[src/rtl/tx_mem_arbiter.sv]
// ---------------------------------------------------------------------------
// tx_mem_arbiter
// Grants one of two byte-stream requesters access to a TX frame buffer,
// writes the granted frame from address 0 upward, reports completion and
// then waits for the transmitter to drain the buffer before the next grant.
//
// Ports
//   i_clk, i_reset              : clock (rising edge), async active-high reset
//   i_reqN_valid/_data/_last    : requester N byte stream (N = 0, 1)
//   o_reqN_ready                : requester N byte accepted when valid&&ready
//   i_tx_done                   : transmitter has drained the buffer (pulse)
//   o_mem_en, o_mem_wen         : buffer write strobe (both high on a write)
//   o_mem_waddr, o_mem_wdata    : buffer write address / data
//   o_mem_wdone                 : one-cycle pulse, frame complete in buffer
//   o_mem_byte                  : byte count of the last completed frame
//   o_owner                     : requester currently / last granted
//   o_err_ovf, o_err_tmo        : sticky overflow / mid-frame timeout flags
// ---------------------------------------------------------------------------
module tx_mem_arbiter #(
    parameter int ADDR_W      = 10,
    parameter int MAX_BYTES   = 1023,
    parameter int TIMEOUT_CYC = 1250000
) (
    input  logic              i_clk,
    input  logic              i_reset,
    input  logic              i_req0_valid,
    input  logic [7:0]        i_req0_data,
    input  logic              i_req0_last,
    output logic              o_req0_ready,
    input  logic              i_req1_valid,
    input  logic [7:0]        i_req1_data,
    input  logic              i_req1_last,
    output logic              o_req1_ready,
    input  logic              i_tx_done,
    output logic              o_mem_en,
    output logic              o_mem_wen,
    output logic [ADDR_W-1:0] o_mem_waddr,
    output logic [7:0]        o_mem_wdata,
    output logic              o_mem_wdone,
    output logic [ADDR_W-1:0] o_mem_byte,
    output logic              o_owner,
    output logic              o_err_ovf,
    output logic              o_err_tmo
);

    localparam int                TMO_W     = $clog2(TIMEOUT_CYC + 1);
    localparam logic [ADDR_W-1:0] CNT_ONE   = ADDR_W'(1);
    localparam logic [ADDR_W-1:0] CNT_ZERO  = ADDR_W'(0);
    // Count value before the byte that fills the frame to MAX_BYTES.
    localparam logic [ADDR_W-1:0] CNT_LIMIT = ADDR_W'(MAX_BYTES - 1);
    localparam logic [TMO_W-1:0]  TMO_ONE   = TMO_W'(1);
    localparam logic [TMO_W-1:0]  TMO_ZERO  = TMO_W'(0);
    // Counter value during the last permitted idle cycle.
    localparam logic [TMO_W-1:0]  TMO_LAST  = TMO_W'(TIMEOUT_CYC - 1);

    typedef enum logic [1:0] {
        IDLE    = 2'd0,
        WRITE   = 2'd1,
        DONE    = 2'd2,
        WAIT_TX = 2'd3
    } state_t;

    state_t            state_r;
    logic              owner_r;
    logic [ADDR_W-1:0] count_r;
    logic [TMO_W-1:0]  tmo_cnt_r;
    logic              ready0_r;
    logic              ready1_r;
    logic              mem_en_r;
    logic [ADDR_W-1:0] mem_waddr_r;
    logic [7:0]        mem_wdata_r;
    logic              mem_wdone_r;
    logic [ADDR_W-1:0] mem_byte_r;
    logic              err_ovf_r;
    logic              err_tmo_r;

    logic              accept_s;
    logic [7:0]        byte_s;
    logic              last_s;
    logic              grant_s;

    // Select the owner's stream; only the owner's ready can ever be high.
    always_comb begin
        accept_s = 1'b0;
        byte_s   = 8'h00;
        last_s   = 1'b0;
        if (owner_r == 1'b0) begin
            accept_s = i_req0_valid & ready0_r;
            byte_s   = i_req0_data;
            last_s   = i_req0_last;
        end else begin
            accept_s = i_req1_valid & ready1_r;
            byte_s   = i_req1_data;
            last_s   = i_req1_last;
        end
    end

    // Round-robin pick: under contention the previous owner yields.
    always_comb begin
        grant_s = 1'b0;
        if (i_req0_valid && i_req1_valid) begin
            grant_s = ~owner_r;
        end else begin
            grant_s = i_req1_valid;
        end
    end

    // Arbitration / frame-write state machine with registered outputs.
    always_ff @(posedge i_clk or posedge i_reset) begin
        if (i_reset) begin
            state_r     <= IDLE;
            owner_r     <= 1'b1;
            count_r     <= CNT_ZERO;
            tmo_cnt_r   <= TMO_ZERO;
            ready0_r    <= 1'b0;
            ready1_r    <= 1'b0;
            mem_en_r    <= 1'b0;
            mem_waddr_r <= CNT_ZERO;
            mem_wdata_r <= 8'h00;
            mem_wdone_r <= 1'b0;
            mem_byte_r  <= CNT_ZERO;
            err_ovf_r   <= 1'b0;
            err_tmo_r   <= 1'b0;
        end else begin
            // Strobes are single-cycle unless re-armed below.
            mem_en_r    <= 1'b0;
            mem_wdone_r <= 1'b0;
            case (state_r)
                IDLE: begin
                    if (i_req0_valid || i_req1_valid) begin
                        owner_r   <= grant_s;
                        count_r   <= CNT_ZERO;
                        tmo_cnt_r <= TMO_ZERO;
                        ready0_r  <= ~grant_s;
                        ready1_r  <= grant_s;
                        state_r   <= WRITE;
                    end
                end
                WRITE: begin
                    if (accept_s) begin
                        mem_en_r    <= 1'b1;
                        mem_waddr_r <= count_r;
                        mem_wdata_r <= byte_s;
                        count_r     <= count_r + CNT_ONE;
                        tmo_cnt_r   <= TMO_ZERO;
                        if (last_s || (count_r == CNT_LIMIT)) begin
                            ready0_r <= 1'b0;
                            ready1_r <= 1'b0;
                            state_r  <= DONE;
                            if (!last_s) begin
                                err_ovf_r <= 1'b1;
                            end
                        end
                    end else if (tmo_cnt_r == TMO_LAST) begin
                        // Stalled owner: flush what we have, or drop an empty frame.
                        err_tmo_r <= 1'b1;
                        ready0_r  <= 1'b0;
                        ready1_r  <= 1'b0;
                        state_r   <= (count_r != CNT_ZERO) ? DONE : IDLE;
                    end else begin
                        tmo_cnt_r <= tmo_cnt_r + TMO_ONE;
                    end
                end
                DONE: begin
                    mem_wdone_r <= 1'b1;
                    mem_byte_r  <= count_r;
                    state_r     <= WAIT_TX;
                end
                WAIT_TX: begin
                    if (i_tx_done) begin
                        state_r <= IDLE;
                    end
                end
                default: begin
                    ready0_r <= 1'b0;
                    ready1_r <= 1'b0;
                    state_r  <= IDLE;
                end
            endcase
        end
    end

    assign o_req0_ready = ready0_r;
    assign o_req1_ready = ready1_r;
    assign o_mem_en     = mem_en_r;
    assign o_mem_wen    = mem_en_r;
    assign o_mem_waddr  = mem_waddr_r;
    assign o_mem_wdata  = mem_wdata_r;
    assign o_mem_wdone  = mem_wdone_r;
    assign o_mem_byte   = mem_byte_r;
    assign o_owner      = owner_r;
    assign o_err_ovf    = err_ovf_r;
    assign o_err_tmo    = err_tmo_r;

endmodule

[config.mk]
export PLATFORM = sky130hd
export DESIGN_NAME = tx_mem_arbiter
export DESIGN_NICKNAME = d
export VERILOG_FILES = /design/src/rtl/tx_mem_arbiter.sv
export SDC_FILE = /design/constraint.sdc
export NUM_CORES = 1
export LEC_CHECK = 0
export CORE_AREA = 2 2 79 81
export CTS_CLUSTER_SIZE = 14
export DETAILED_ROUTE_END_ITERATION = 16
export DIE_AREA = 0 0 81 83
export GPL_TIMING_DRIVEN = 0
export HOLD_SLACK_MARGIN = 0.06
export PLACE_DENSITY_LB_ADDON = 0.1
export SYNTH_ARGS = -nofsm -noshare
export SYNTH_HDL_FRONTEND = slang
export SYNTH_SLANG_ARGS = --single-unit
[constraint.sdc]
create_clock -name i_clk -period 3.1 [get_ports i_clk]
set_input_delay 0.465 -clock i_clk [delete_from_list [all_inputs] [get_ports i_clk]]
set_output_delay 0.465 -clock i_clk [all_outputs]
set_load 0.01 [all_outputs]
==> impl_metrics.toml <==
[sta]
fin_skew_ns = 0.00496
drv_slew = 0
final-hold-violation-count = 0
fmax_mhz = 375
rsz0062_at_grt = "false"
report.final.setup_viol = 0
relSlewSlack = 0.333
timing.final.crit_share = 0.860
timing.hold.ws_ns = 0.478
worstMarginPinSlew_ns = 0.993
fin_crit_ns = 2.67

[power_and_ir_drop]
peakVddDrop_mv = 0.382
pwr-share-seq = 0.399
p_comb_frac = 0.341
power_frac_clock = 0.259
switching_share = 0.330
p_sw_mw = 0.935
cellLeakagePower_nw = 1.84
cell_internal_pwr_mw = 1.90
p_per_area_nw_per_um2 = 689

[critical_path]
r2r-end = "tmo_cnt_r[5]"
crit_chain = "clkdlybuf4s50_1 > nor2_1 > nor3_1 > or2_2 > buf_2 > buf_1 > nor2_1"
critPathBufInv = 3
startpoint_type = "input port"
path_class = "in -> reg"
cp-end-kind = "flop"
r2r_cells = 6
critPathMaxStageDelay_ns = 0.77
r2r_slack_ns = 0.70
worstPathRequired_ns = 3.30
cpLargestDelayFamily = "buffers and inverters"
crit_fanout = 10
cp_common_cell = "nor2_1"
critPathSlowestCell = "nor3_1"
worstPathArrival_ns = 2.87

[floorplan]
num_rows = 28
die_area_um2 = 6720
core_area_um2 = 5820
die_h_um = 83
start_util = 0.555
die_w_um = 81
num_io_pins = 59

[detailed_routing]
drcViolationCount = 0
wl_per_cell_um = 14.7
vias = 2604
drtIter0Drc = 186
wl_um = 6950
via_per_inst = 5.52
firstDrtPassIters = 4
antenna_left = 0

[finish]
final_cell_mix = "67 x dfrtp_1, 58 x clkdlybuf4s50_1, 49 x nand2_1"
drive_above_1_share = 0.103
fin_area_um2 = 4110
antenna_cells = 0
layout.nets = 419
final_common_cell = "dfrtp_1"
area_growth_pct = 27.3

[synthesis]
synthArstFlopShare = 1.00
yosysSeqAreaShare = 0.528
yosysWarningCount = 0
syn_area_um2 = 3230
ys.flop_type = "dfrtp_1"
synth_edf_count = 0
synth_area_per_cell_um2 = 9.99
synth_cells = 323
syn_nets = 350
synth_seq_cells = 68
yosysUniqueCellTypes = 48

[worst_hold_path]
hold_end = "o_mem_waddr[5]"
worst_hold_path_type = "reg -> reg"
whs_path_depth = 2
worstHoldStart = "o_mem_waddr[5]"

[placed_design]
port-buffer-count = 58
gp_congestion = 0.811
dpl.hpwl_um = 4960
post_dp_cell_area_um2 = 3900

[cts]
cts_tree = "built"
clkLatencyLatePin_ns = 0.34
htreeDepth = 3
cts-root-buf = "clkbuf_8"
clk_path_buf_depth = 2
cts_sinks = 68
cts.reportedPaths.clkPinSlew_ns = 0.07
cts_buffers = 9
cts_setup_buffers = 0
postCtsHoldBufs = 0
post_cts_resized = 0

[global_route]
grt_max_degree = 69
overflow = 0
grt_pass1_wl_um = 11800
grt.total_usage = 0.225
grt_pass1_vias = 2573
grt_antenna_before_repair = 0

[flow_run]
cap_violations = 0

[run_status]
run_status = "complete, no violations"
-- metal layers --
layer  share of wire  vias up  track usage
li1                -     1268            -
met1            0.47     1248        0.319
met2            0.45       75        0.340
met3           0.059       13       0.0380
met4           0.018        0       0.0940
met5               0        -            0
-- cell usage after synthesis (all sizes together), types with 6 or more instances --
cell    count  area, µm²
xnor2       6       52.6
buf         6       32.5
mux2        7       82.6
inv        12       45.0
nand3      14       75.1
dfrtp      67       1680
nand4       9       56.3
clkbuf      9       33.8
nor2       27        101
xor2       14        123
nand2      49        184
nor4        7       43.8
nor3        7       40.0
mux2i      10        100
o21ai      25        125
or3         8       52.6
a21oi      10       50.1
-- cells by family after synthesis --
| family | synth area share |
|---|---|
| buf+inv | 0.0345 |
| fa+ha+maj | 0.0155 |
| flops | 0.528 |
| simple gates | 0.224 |
| compound gates | 0.0876 |
| mux | 0.0566 |
| xor+xnor | 0.0543 |
-- power by group through the flow --
stage,Sequential (mW),Clock [mW],Combinational (mW)
floorplan,1.18,0,0.546
global route,1.15,0.793,1.08
detailed placement,1.14,0,0.973
finish,1.13,0.734,0.967
CTS,1.13,0.753,0.976
global placement,1.14,0,0.943
-- state kept, by name (all words and copies together) (netlist names), 8 cells and up, named ones only --
| signal | flops |
|---|---|
| tmo_cnt_r | 21 |
| count_r | 10 |
| o_mem_byte | 10 |
| o_mem_waddr | 10 |
| o_mem_wdata | 8 |
-- worst reg2reg max path, delay by kind of cell (launching register included) --
family,cells,cell delay [ns]
buffers and inverters,3,0.78
DFF,1,0.36
and+or+nand+nor,3,1.13
-- how the worst max path moves through the flow --
stage	start	end	slack, ns	cells after the start
finish	i_req1_valid	tmo_cnt_r[5]	0.43	7
floorplan	i_reset	asynchronous set/reset pin	0.93	1
global route	i_req1_valid	tmo_cnt_r[6]	0.19	7
global placement	i_reset	o_mem_waddr[6]	-0.21	2
detailed placement	i_req1_valid	tmo_cnt_r[5]	0.06	7
CTS	i_req1_valid	tmo_cnt_r[5]	0.43	7
-- metrics by stage --
step                 util  worst slack (ns)  setup TNS (ns)  power (mW)  cells
finish              0.706             0.434               0        2.83    472
global route        0.706             0.185               0        3.02    472
CTS                 0.706             0.433               0        2.86    472
detailed placement  0.671            0.0595               0        2.12    456
global placement    0.671            -0.214          -14.13        2.08    456
floorplan               -             0.925               0        1.72    323
-- layout make-up --
cell class              count  area (µm²)
well taps                  75        93.8
flip-flops and latches     68        1700
clock buffers              12         155
inverters                  12        47.5
fillers                   467        1710
clock inverters             4        47.5
plain buffers              15        66.3
multi-input cells         228        1410
repair buffers             58         581
Power figures use the tool's default switching activity.
